## config.mk

```make
export PLATFORM = sky130hd
export DESIGN_NAME = freq_meter
export DESIGN_NICKNAME = d
export VERILOG_FILES = /design/src/rtl/freq_meter_pkg.sv /design/src/rtl/sync_edge_det.sv /design/src/rtl/freq_meter.sv
export SDC_FILE = /design/constraint.sdc
export NUM_CORES = 1
export LEC_CHECK = 0
export ABC_AREA = 1
export BUFFER_PORTS_ARGS = -buffer_cell sky130_fd_sc_hd__buf_2
export CAP_MARGIN = 20
export CORE_MARGIN = 2
export CORE_UTILIZATION = 60
export CTS_BUF_LIST = sky130_fd_sc_hd__clkbuf_4
export DETAILED_ROUTE_END_ITERATION = 6
export PLACE_DENSITY = 0.8
export SLEW_MARGIN = 30
export SYNTH_ARGS = -nofsm -noshare
export SYNTH_HDL_FRONTEND = slang
export SYNTH_SLANG_ARGS = --single-unit
```

## constraint.sdc

```tcl
create_clock -name clock_i -period 3.9 [get_ports clock_i]
set_input_delay 0.195 -clock clock_i [delete_from_list [all_inputs] [get_ports clock_i]]
set_output_delay 0.195 -clock clock_i [all_outputs]
set_load 0.05 [all_outputs]
```

## src/rtl/freq_meter_pkg.sv

```systemverilog
// rtl/freq_meter_pkg.sv - shared state type and default parameters for the frequency meter
package freq_meter_pkg;

    typedef enum logic {
        IDLE    = 1'b0,
        MEASURE = 1'b1
    } fm_state_t;

    localparam int unsigned GATE_CYCLES_DEF = 1_000_000;
    localparam int unsigned COUNT_W_DEF     = 24;
    localparam int unsigned SYNC_STAGES_DEF = 2;

endpackage

```

## src/rtl/sync_edge_det.sv

```systemverilog
// rtl/sync_edge_det.sv - multi-stage synchronizer followed by a one-cycle rising-edge detector
module sync_edge_det #(
    parameter int unsigned STAGES = 2
) (
    input  logic clock_i,
    input  logic reset_n_i,
    input  logic async_i,
    output logic edge_o
);

    logic [STAGES-1:0] sync_q;
    logic              prev_q;

    always_ff @(posedge clock_i or negedge reset_n_i) begin
        if (!reset_n_i) begin
            sync_q <= '0;
            prev_q <= 1'b0;
        end else begin
            sync_q <= {sync_q[STAGES-2:0], async_i};
            prev_q <= sync_q[STAGES-1];
        end
    end

    assign edge_o = sync_q[STAGES-1] & ~prev_q;

endmodule

```

## src/rtl/freq_meter.sv

```systemverilog
// rtl/freq_meter.sv - gated edge counter; FREQ_METER_MAX_HOLD_EN adds a running max_count_o
module freq_meter
    import freq_meter_pkg::*;
#(
    parameter int unsigned GATE_CYCLES = GATE_CYCLES_DEF,
    parameter int unsigned COUNT_W     = COUNT_W_DEF,
    parameter int unsigned SYNC_STAGES = SYNC_STAGES_DEF
) (
    input  logic               clock_i,
    input  logic               reset_n_i,
    input  logic               meas_clk_i,
    input  logic               enable_i,
    output logic [COUNT_W-1:0] count_o,
    output logic               valid_o,
    output logic               overflow_o,
`ifdef FREQ_METER_MAX_HOLD_EN
    output logic [COUNT_W-1:0] max_count_o,
`endif
    output logic               busy_o
);

    localparam int unsigned GATE_W = $clog2(GATE_CYCLES);

    fm_state_t           state, next_state;
    logic [GATE_W-1:0]   gate_cnt;
    logic [COUNT_W-1:0]  edge_cnt;
    logic                sat_seen;
    logic                edge_pulse;
    logic                window_end;
    logic [COUNT_W:0]    sum;
    logic [COUNT_W-1:0]  sat_sum;

    sync_edge_det #(.STAGES(SYNC_STAGES)) u_edge (
        .clock_i   (clock_i),
        .reset_n_i (reset_n_i),
        .async_i   (meas_clk_i),
        .edge_o    (edge_pulse)
    );

    assign window_end = (state == MEASURE) && (gate_cnt == GATE_W'(GATE_CYCLES - 1));
    assign sum        = {1'b0, edge_cnt} + {{COUNT_W{1'b0}}, edge_pulse};
    assign sat_sum    = sum[COUNT_W] ? {COUNT_W{1'b1}} : sum[COUNT_W-1:0];

    always_ff @(posedge clock_i or negedge reset_n_i) begin
        if (!reset_n_i) state <= IDLE;
        else            state <= next_state;
    end

    // A window that ends in the same cycle enable drops still publishes before idling.
    always_comb begin
        next_state = state;
        case (state)
            IDLE:    if (enable_i) next_state = MEASURE;
            MEASURE: if (!enable_i) next_state = IDLE;
            default: next_state = IDLE;
        endcase
    end

    always_comb begin
        busy_o = (state == MEASURE);
    end

    // sat_seen keeps overflow sticky once the counter has pinned mid-window.
    always_ff @(posedge clock_i or negedge reset_n_i) begin
        if (!reset_n_i) begin
            gate_cnt   <= '0;
            edge_cnt   <= '0;
            sat_seen   <= 1'b0;
            count_o    <= '0;
            overflow_o <= 1'b0;
            valid_o    <= 1'b0;
`ifdef FREQ_METER_MAX_HOLD_EN
            max_count_o <= '0;
`endif
        end else begin
            valid_o <= 1'b0;
            if (state == IDLE || !enable_i || window_end) begin
                gate_cnt <= '0;
                edge_cnt <= '0;
                sat_seen <= 1'b0;
            end else begin
                gate_cnt <= gate_cnt + 1'b1;
                edge_cnt <= sat_sum;
                sat_seen <= sat_seen | sum[COUNT_W];
            end
            if (window_end) begin
                count_o    <= sat_sum;
                overflow_o <= sat_seen | sum[COUNT_W];
                valid_o    <= 1'b1;
            end
`ifdef FREQ_METER_MAX_HOLD_EN
            if (state == IDLE && enable_i)
                max_count_o <= '0;
            else if (window_end && sat_sum > max_count_o)
                max_count_o <= sat_sum;
`endif
        end
    end

endmodule

```

==> results.sh <==
export IMPL_synth_enable_flop_cells=0
export IMPL_avgSynthCellArea_um2=7.824
export IMPL_hpwl_um=5475
export IMPL_vias_per_cell=5.181
export IMPL_post_cts_repair_setup_buffers=0
export IMPL_ff2ff_path_depth=7
export IMPL_cts_sinks=75
export IMPL_max_freq_mhz=430.3
export IMPL_synth_compound_area_share_pct=4.273
export IMPL_synth_most_common_cell="nand2_1"
export IMPL_drc=0
export IMPL_synth_xor_area_share_pct=4.079
export IMPL_postSynthCellCount=494
export IMPL_layout_drive_gt1_share_pct=13.35
export IMPL_fill_cells=509
export IMPL_drt_initial_drc_count=209
export IMPL_pwr_share_clk_pct=40.4
export IMPL_timing_rr_start="gate_cnt[0]"
export IMPL_reg2reg_to="count_o[23]"
export IMPL_slew_viol_final=0
export IMPL_p_leak_nw=2.211
export IMPL_core_um2=6277
export IMPL_yosys_warnings=0
export IMPL_area_growth_pct=9.680
export IMPL_cts_resized=0
export IMPL_dp_cells=590
export IMPL_hold_viol_final=0
export IMPL_synthArstFlopShare_pct=100.0
export IMPL_p_per_area_nw_per_um2=324.0
export IMPL_synthFlopType="dfrtp_1"
export IMPL_ant_nets=0
export IMPL_cts_tree="yes"
export IMPL_status="complete, no violations"
export IMPL_synthMuxAreaShare_pct=0
export IMPL_die_height_um=84.26
export IMPL_switching_share_pct=23.44
export IMPL_cts_htree_levels=3
export IMPL_ys_seq_area_share_pct=48.56
export IMPL_start_util_pct=61.57
export IMPL_synth_top_family_by_area="simple AND/OR/NAND/NOR gates"
export IMPL_ys_types=34
export IMPL_critPathMaxFanout=27
export IMPL_skew_ns=0.01677
export IMPL_cp_arrival_ns=2.64
export IMPL_clock_latency_ns=0.43
export IMPL_yosysTopAreaCell="dfrtp_1"
export IMPL_maxCapViolCount=0
export IMPL_dieArea_um2=7100
export IMPL_irDropWorstVdd_uv=281.2
export IMPL_nNetsFinal=534
export IMPL_finalPower_mw=1.373
export IMPL_num_antenna_cells=0
export IMPL_grtUsageTotal_pct=23.90
export IMPL_yosys_top_cells_area="dfrtp_1 (49%), nand2_1 (16%), inv_1 (6.0%)"
export IMPL_wl_per_cell_um=12.97
export IMPL_cts_root_buf="clkbuf_4"
export IMPL_io_pins=31
export IMPL_wl_um=7898
export IMPL_grt_pass1_vias=3038
export IMPL_synth_seq_cells=75
export IMPL_num_rows=29
export IMPL_synth_area_um2=3865
export IMPL_grt_pass1_wl_um=13690
export IMPL_ctsLongestPathBuffers=2
export IMPL_end_kind="flip-flop"
export IMPL_synth_fa_ha_area_share_pct=0.9712
export IMPL_dr_pass1_iters=4
export IMPL_p_comb_share_pct=2.6
export IMPL_p_seq_share_pct=57.0
export IMPL_grt_antenna_before_repair=0
export IMPL_die_w_um=84.26
export IMPL_path_class="reg2reg"
export IMPL_start_kind="flip-flop"
export IMPL_path_clk_slew_ns=0.13
export IMPL_p_int_mw=1.052
export IMPL_r2r_slack_ns=1.58
export IMPL_max_slew_margin_rel_pct=51.30
export IMPL_synth_top_area_share_pct=48.56
export IMPL_p_switching_uw=321.9
export IMPL_worst_pin_slew_ns=0.7261
export IMPL_grt_setup_unrepaired="false"
export IMPL_finalCriticalPeriod_ns=2.324
export IMPL_dr_total_vias=3155
export IMPL_globalRoute_totalOverflow=0
export IMPL_syn_num_nets=501
export IMPL_synth_common_cells="nand2_1 (166), dfrtp_1 (75), inv_1 (62)"
export IMPL_cts_inserted_buffers=9
export IMPL_hp_class="in2async"
export IMPL_fin_crit_sh_pct=59.59
export IMPL_grt_max_degree=76
export IMPL_fin_tns_setup_ns=0
export IMPL_gp_congestion=0.9230
export IMPL_synthSimpleGateAreaFrac_pct=33.83
export IMPL_port_buffers=30
export IMPL_fin_cells=609
export IMPL_cp_data_required_time_ns=4.22
export IMPL_setup_viol=0
## how the worst max path moves through the flow
| stage | from | end | slack [ns] | cells after the start |
|---|---|---|---|---|
| floorplan | u_edge.sync_q[1] | count_o[10] | 2.17 | 13 |
| CTS | gate_cnt[0] | count_o[11] | 1.58 | 7 |
| detailed placement | gate_cnt[0] | count_o[23] | 1.59 | 7 |
| global route | gate_cnt[0] | count_o[5] | 1.34 | 7 |
| finish | gate_cnt[0] | count_o[23] | 1.58 | 7 |
| global placement | gate_cnt[0] | count_o[2] | 1.68 | 7 |
## flip-flops by register name, indices dropped and copies added (netlist names)
register       count
count_o           24
gate_cnt          20
edge_cnt          24
overflow_o         1
u_edge.prev_q      1
sat_seen           1
busy_o             1
u_edge.sync_q      2
valid_o            1
## per-stage QoR
stage / util, % / setup slack (ns) / hold WS (ns) / instance area [µm²]
6_report: 67.53 / 1.576 / 0.3465 / 4239
5_1_grt: 67.53 / 1.343 / 0.3740 / 4239
4_1_cts: 67.47 / 1.579 / 0.3765 / 4235
3_5_place_dp: 64.32 / 1.595 / 0.3049 / 4038
3_3_place_gp: 64.32 / 1.680 / 0.3030 / 4038
2_1_floorplan: - / 2.175 / -0.1006 / 3865
## cell usage in the layout (no fill, tap or decap), types with 2 or more instances in the layout
cell type / n
nand2b_1: 2
xnor2_1: 7
bufinv_16: 2
nor2_4: 5
dfrtp_1: 75
and2_1: 4
nor2_2: 3
buf_2: 29
inv_1: 62
a31oi_2: 3
o21ai_0: 9
nand2_2: 3
inv_2: 2
nor2_1: 60
xor2_1: 11
nor3_1: 8
clkbuf_4: 9
clkinvlp_4: 3
dlygate4sd3_1: 3
a21oi_1: 5
inv_6: 2
nand4_1: 6
nand3_1: 34
a21oi_2: 5
nand2_1: 166
ha_1: 3
## what timing repair did
item                       4_1_cts  5_1_grt
hold buffers                     3        0
hold endpoints to repair        77        0
setup endpoints to repair        0        0
## routing by layer
metal | routed length [µm] | GRT usage [%]
met1 | 3805 | 33.01
met2 | 3633 | 37.81
met3 | 310 | 4.523
met4 | 148 | 9.091
met5 | 0 | 0
## final cells by class
cell class / instances / area (µm²) / area share (%)
multi-input cells: 343 / 1668 / 39.34
well taps: 77 / 96.34 / 2.273
flip-flops and latches: 75 / 1877 / 44.27
repair buffers: 33 / 186.4 / 4.398
inverters: 65 / 244.0 / 5.756
clock buffers: 9 / 67.56 / 1.594
clock inverters: 7 / 100.1 / 2.361
## critical path: stages, from the launching register on
cell and delay (ns):
dfrtp_1 0.42, ha_1 0.26, nand3_2 0.15, nor2_4 0.06, nand3_4 0.29, clkinv_1 0.68, nand2_1 0.27, nand2_1 0.08
## logic make-up after synthesis
family                     Yosys count
and+or+nand+nor                    298
buffers and inverters               76
DFF                                 75
AOI/OAI and AO/OA                   24
xor gates and xnor gates            18
adders and majority gates            3
## power by group through the flow
| stage | sequential, mW | clock (mW) | combinational (mW) |
|---|---|---|---|
| floorplan | 0.799 | 0 | 0.0124 |
| global placement | 0.798 | 0 | 0.0335 |
| detailed placement | 0.798 | 0 | 0.0346 |
| CTS | 0.783 | 0.567 | 0.0369 |
| global route | 0.784 | 0.594 | 0.0411 |
| finish | 0.783 | 0.555 | 0.0356 |
(Power assumes the default switching activity.)
